==> src/rtl/shift_sequencer.sv <==
// Multi-cycle shift controller: steps an external single-position shifter
// N times, feeding each result back, then pulses done with the final value.
module shift_sequencer (
   input  logic        clk,
   input  logic        reset,
   input  logic        start,
   input  logic [15:0] in,
   input  logic [1:0]  op,
   input  logic [3:0]  amount,
   output logic [15:0] sh_in,
   output logic [1:0]  shift,
   input  logic [15:0] sout,
   output logic [15:0] out,
   output logic        busy,
   output logic        done,
   output logic [1:0]  state_dbg
);

   typedef enum logic [1:0] {
      IDLE  = 2'd0,
      SHIFT = 2'd1,
      DONE  = 2'd2
   } state_t;

   state_t      state_q, state_d;
   logic [15:0] acc_q, acc_d;
   logic [3:0]  cnt_q, cnt_d;
   logic [1:0]  op_q, op_d;

   always_ff @(posedge clk or posedge reset) begin
      if (reset) begin
         state_q <= IDLE;
         acc_q   <= 16'h0000;
         cnt_q   <= 4'd0;
         op_q    <= 2'b00;
      end else begin
         state_q <= state_d;
         acc_q   <= acc_d;
         cnt_q   <= cnt_d;
         op_q    <= op_d;
      end
   end

   always_comb begin
      state_d = state_q;
      acc_d   = acc_q;
      cnt_d   = cnt_q;
      op_d    = op_q;
      case (state_q)
         IDLE, DONE: begin
            if (start) begin
               acc_d = in;
               op_d  = op;
               // A zero amount or pass code needs no shifter steps at all.
               if ((amount == 4'd0) || (op == 2'b00)) begin
                  cnt_d   = 4'd0;
                  state_d = DONE;
               end else begin
                  cnt_d   = amount;
                  state_d = SHIFT;
               end
            end else begin
               state_d = IDLE;
            end
         end
         SHIFT: begin
            acc_d = sout;
            cnt_d = cnt_q - 4'd1;
            if (cnt_q == 4'd1) begin
               state_d = DONE;
            end
         end
         default: begin
            state_d = IDLE;
         end
      endcase
   end

   assign sh_in     = acc_q;
   assign out       = acc_q;
   assign shift     = (state_q == SHIFT) ? op_q : 2'b00;
   assign busy      = (state_q == SHIFT);
   assign done      = (state_q == DONE);
   assign state_dbg = state_q;

endmodule

==> config.mk <==
export PLATFORM = sky130hd
export DESIGN_NAME = shift_sequencer
export DESIGN_NICKNAME = d
export VERILOG_FILES = /design/src/rtl/shift_sequencer.sv
export SDC_FILE = /design/constraint.sdc
export NUM_CORES = 1
export LEC_CHECK = 0
export CORE_UTILIZATION = 39
export DETAILED_ROUTE_END_ITERATION = 8
export GPL_ROUTABILITY_DRIVEN = 0
export PLACE_DENSITY_LB_ADDON = 0.2
export SYNTH_ARGS = -nofsm -noshare
export SYNTH_HDL_FRONTEND = slang
export SYNTH_SLANG_ARGS = --single-unit
==> constraint.sdc <==
create_clock -name clk -period 2.3 [get_ports clk]
set_input_delay 0.345 -clock clk [delete_from_list [all_inputs] [get_ports clk]]
set_output_delay 0.345 -clock clk [all_outputs]
set_load 0.03 [all_outputs]
==> Word level (Yosys, flattened, before mapping) <==
Index checks and enable logic that the tools add are counted.
{ "totals": {"out_inout_bits": 38, "reg_bits": 24, "in_bits": 41, "elab_cells": 28} }
{ "op_classes": {"n_eq_ne": 5, "muxes": 10, "n_reduce_logical": 8, "addsub": 1} }
{ "ops": {"columns": ["cell", "n"], "rows": [
  ["one-hot mux 16 bit (2 select lines)", 1],
  ["two-way mux 16 bit", 1],
  ["two-way mux 2 bit", 4],
  ["two-way mux 4 bit", 2],
  ["one-hot mux 4 bit (2 select lines)", 1],
  ["== test 4 x 1 -> 1 bit, second input constant", 1],
  ["zero test 2 bit", 2],
  ["zero test 4 bit", 1],
  ["one-hot mux 2 bit (2 select lines)", 1],
  ["AND reduction 2 bit", 2],
  ["subtractor 4 x 1 -> 4 bit, second input constant", 1],
  ["== test 2 x 1 -> 1 bit, second input constant", 1],
  ["== test 2 bit, second input constant", 1],
  ["inequality test 2 x 1 -> 1 bit, second input constant", 1],
  ["inequality test 2 bit, second input constant", 1],
  ["nonzero test 2 bit", 1],
  ["OR reduction 2 bit", 1],
  ["logical OR 1 bit", 1]
]} }

==> Logic depth before layout (Yosys ltp) <==
{ "depth": {"depth_word": 5, "ltp_mapped": 5, "ltp_nobuf": 4} }

==> Least setup slack after synthesis <==
Ideal clock, no wire load.
{ "synth_timing": {"kind": "register to output", "startpoint": "register state_q[1] (netlist: state_dbg[1])", "endpoint": "output shift[0]", "path_stages_with_launch": 5, "n_path_buf": 1, "required_time_ns": 1.955, "t_arrival_ns": 1.424, "slack_ns": 0.531, "path_cell_list": "dfrtp_1 -> nand2b_2 -> inv_2 -> buf_2 -> and2_1"} }
{ "synth_via": {"elab_chain_cells": 2} }
{ "synth_lines": {"columns": ["element", "line", "rtl"], "rows": [
  ["start: declaration", "25", "state_t state_q, state_d;"],
  ["start signal: assignment", "37", "state_q <= state_d;"],
  ["== test 2 x 1 -> 1 bit", null, null],
  ["via busy", "14", "output logic busy,"],
  ["two-way mux 2 bit", "81", "assign shift = (state_q == SHIFT) ? op_q : 2'b00;"],
  ["end: declaration", "11", "output logic [1:0] shift,"]
]} }
The timed path passes the listed nets, and every way through them passes these cells.

==> Final worst setup path <==
{ "layout_timing": {"startpoint": "register state_q[1] (netlist: state_dbg[1])", "endpoint": "output shift[1]"} }
{ "layout_via": {"elab_chain_cells": 2} }
{ "layout_lines": {"columns": ["element", "line"], "rows": [
  ["== test 2 x 1 -> 1 bit", "81"],
  ["two-way mux 2 bit", "81"]
]} }
Every way passes these cells.

==> results <==
- In this run, placement finished with an instance count of 236.
- TritonCTS built the clock tree.
- The later-pin clock latency in the skew report is 0.33 ns.
- The share of the Yosys chip area taken by registers is 47.9%.
- For this run the aggregate overflow at the end of global routing stands at 0.
- The number of instances in the synthesized netlist is 134.
- The share of cells above drive strength 1 is 8.16%.
- Dividing the synthesized area by the synthesized cell count gives 9.37 sq um.
- IR analysis of the VDD net gives a maximum drop of 0.820 mV.
- Power spread over the standard cell area amounts to 1570 nW/um^2.
- The final cycle utilization of the critical path is 92.4%.
- The worst max-slew margin expressed relative to the limit is 66.8%.
- Data on the critical path arrives at its endpoint at 1.78 ns.
- The worst setup path is captured at a primary output.
- For this block, the initial DRC count from the detailed router was 33.
- The combined global-route utilization of all metal layers is 20.5%.
- The detail route stage leaves a number of antenna-violating nets equal to 0.
- The flow ran to the end, and the final reports show no timing, DRC or antenna violations.
- Setup repair after global routing left no endpoint under its margin.
- Setup total negative slack on the finished layout was measured at 0 ns.
- The maximum clock rate is 0.471 GHz.
- The HPWL reported at the end of detailed placement is 2570 um.
- The vertical die dimension is 58.7 um.
- The maximum number of pins on one net before global-route repair is 25.
- Broken down by cell family, the worst path's largest delay share belongs to simple AND/OR/NAND/NOR gates.
- Max-cap violations in this run came to 0.
- The core region is 3050 sq um.
- Of all nets on the critical path, the largest fanout is 21.
- The number of nets in the synthesized netlist is 177.
- The synthesis warning total is 0.
- For this run, the leading register cell type out of synthesis is dfrtp_1.
- The depth of the most critical reg-to-reg path is 5.
- The number of clock buffers inserted by TritonCTS is 3.
- The number of gates given a new drive strength after cts is 0.
- The post-CTS clock slew at the launch and capture registers of the worst setup and hold paths is 0.13 ns.
- In this run the count of I/O pins placed on the die edge is 79.
- The setup fix buffers added after clock tree synthesis is 0.
- Hold repair after CTS inserted 0 buffers.
- The net count of the finished layout is 240.
- In this run, synthesis produced a sequential element count of 24.
- The worst setup path is of the reg -> out kind.
- The wire length per cell after detailed routing is 14.2 um.
- The buffer levels on the longest clock path is 2.
- The total leakage power is 0.000835 uW.
- The final hold violation count is 0.
- The area growth from synthesis to layout is 58.1%.
- For this run, asynchronously set or reset flops after synthesis account for 100%.
- The starting utilization of the core area is 41.1%.
- The critical path goes through nand2b_2, inv_2, and2_1, buf_4.
- The sort of element at the start of the critical path is a flop.
- The H-tree depth reported by CTS is 1.
- The worst slack on hold paths is 0.337 ns.
- The via count of the first global-routing pass was 1,240.
- In this run, distinct cell masters in the synthesized netlist total 30.
- Cells fill 65.0% of the core in the end.
- The number of port buffers is 78.
- The setup skew after layout is 0.00421 ns.
- The type of the worst min-delay path is in -> async.
- The total count of max-transition violations in the final report was 0.
- For this run, design rule violations remaining after detail routing come to 0.
- The measured slew at the worst slew-check pin is 0.492 ns.
- The clock tree root buffer cell is clkbuf_4.
- The cell with the largest stage delay on the worst path is dfrtp_1.
- The via-per-instance ratio is 5.16.
- The width of the chip is 58.7 um.
- The critical path crosses 4 cells after its start point.
- The initial antenna violation count is 0.
- The cell area after layout is 1980 sq um.
- The mapped netlist covers 1250 sq um.
- The number of sinks on the clock net is 24.
- The buffering stage count on the worst path with inverters included is 2.
- The number of endpoints failing setup at the final stage is 0.
- The first global-routing pass estimated 5360 um of wire.
- The time the final worst path needs with I/O delays and setup is 2.13 ns.
- The number of fill cells in the layout is 260.
- The site row count is 20.
- The largest single stage delay on the critical path is 0.40 ns.
- The repair_antennas step left the layout with diodes totalling 0.
- The detailed-routing iteration count for the pre-antenna-repair pass is 4.
- For this block, the via count after detailed routing is 1,238.
- Data on the critical path is required at its endpoint by 1.96 ns.
- The die covers 3450 sq um.
- The number of standard cells in the layout, taps in and fillers out is 240.
- The number of enable flip-flop cells after synthesis is 0.
- The post-detailed-routing wire length is 3410 um.
- The placed instances occupy a cell area of 1950 sq um.
==> report_power, final <==
part	switching [uW]	leakage (uW)	total (uW)	internal, uW
logic	1230	0.000531	2080	850
clock network	134	0.0000210	231	97.0
registers	173	0.000283	808	635
total	1530	0.000835	3120	1580
==> flip-flops by register name (all words and copies together) (netlist names) <==
name	cells
op_q	2
state_dbg	2
cnt_q	4
out	16
==> worst min-delay path: cells and delay by family <==
family	cells	cell delay, ns
buf+inv	3	0.73
==> cell families after synthesis <==
logic type | after synthesis | synth area share, %
fa+ha+maj | 2 | 1.99
flops | 24 | 47.9
simple gates | 53 | 20.2
buf+inv | 29 | 15.2
compound gates | 26 | 14.8
==> final timing paths <==
kind                                 end  slack, ns          from
max in group asynchronous         out[1]       1.73         reset
worst max-delay path            shift[1]       0.17  state_dbg[1]
min in group clk                 op_q[0]       0.49       op_q[0]
worst min register to register   op_q[0]       0.49       op_q[0]
worst max register to register  cnt_q[3]       0.50  state_dbg[0]
worst min-delay path              out[4]       0.34         reset
==> stage by stage <==
stage | power (uW) | setup WS (ns)
CTS | 3130 | 0.180
detailed placement | 2900 | 0.479
finish | 3120 | 0.175
global route | 3310 | 0.0688
global placement | 2850 | 0.538
floorplan | 2240 | 0.531
==> layout by cell type (no fill, tap or decap), types with 2 or more instances in the layout <==
cell type        count
a22oi_1              9
ha_1                 2
nand2_1             15
dfrtp_1             24
a21oi_1              2
o22ai_1              8
clkbuf_4             3
nand3_1             11
and2_1               2
clkdlybuf4s50_1     75
inv_1                3
buf_4                8
nor2_1               7
nor3_1              10
==> final cells by class <==
type | instances | area, sq um | area share (%)
flip-flops and latches | 24 | 601 | 30.3
repair buffers | 83 | 811 | 40.9
well taps | 44 | 55.1 | 2.77
clock buffers | 4 | 36.3 | 1.83
multi-input cells | 81 | 467 | 23.5
inverters | 4 | 15.0 | 0.757
==> layer usage <==
| layer | GRT usage, % | part of all wire (%) |
|---|---|---|
| met1 | 22.2 | 38 |
| met2 | 38.6 | 52 |
| met3 | 3.74 | 7.8 |
| met4 | 8.84 | 1.6 |
| met5 | 0 | 0 |
==> synth_stat cells, drive strengths merged, types with 2 or more instances <==
cell    number  area [sq um]
buf         24           171
nand3       11          55.1
nand2       15          56.3
ha           2          25.0
nor2b        2          12.5
nor3        10          50.1
o22ai        8          50.1
nand2b       2          15.0
a21oi        2          10.0
inv          4          15.0
dfrtp       24           601
and2         2          12.5
nor2         7          26.3
a22oi        9          67.6
Power figures use the tool's default switching activity.
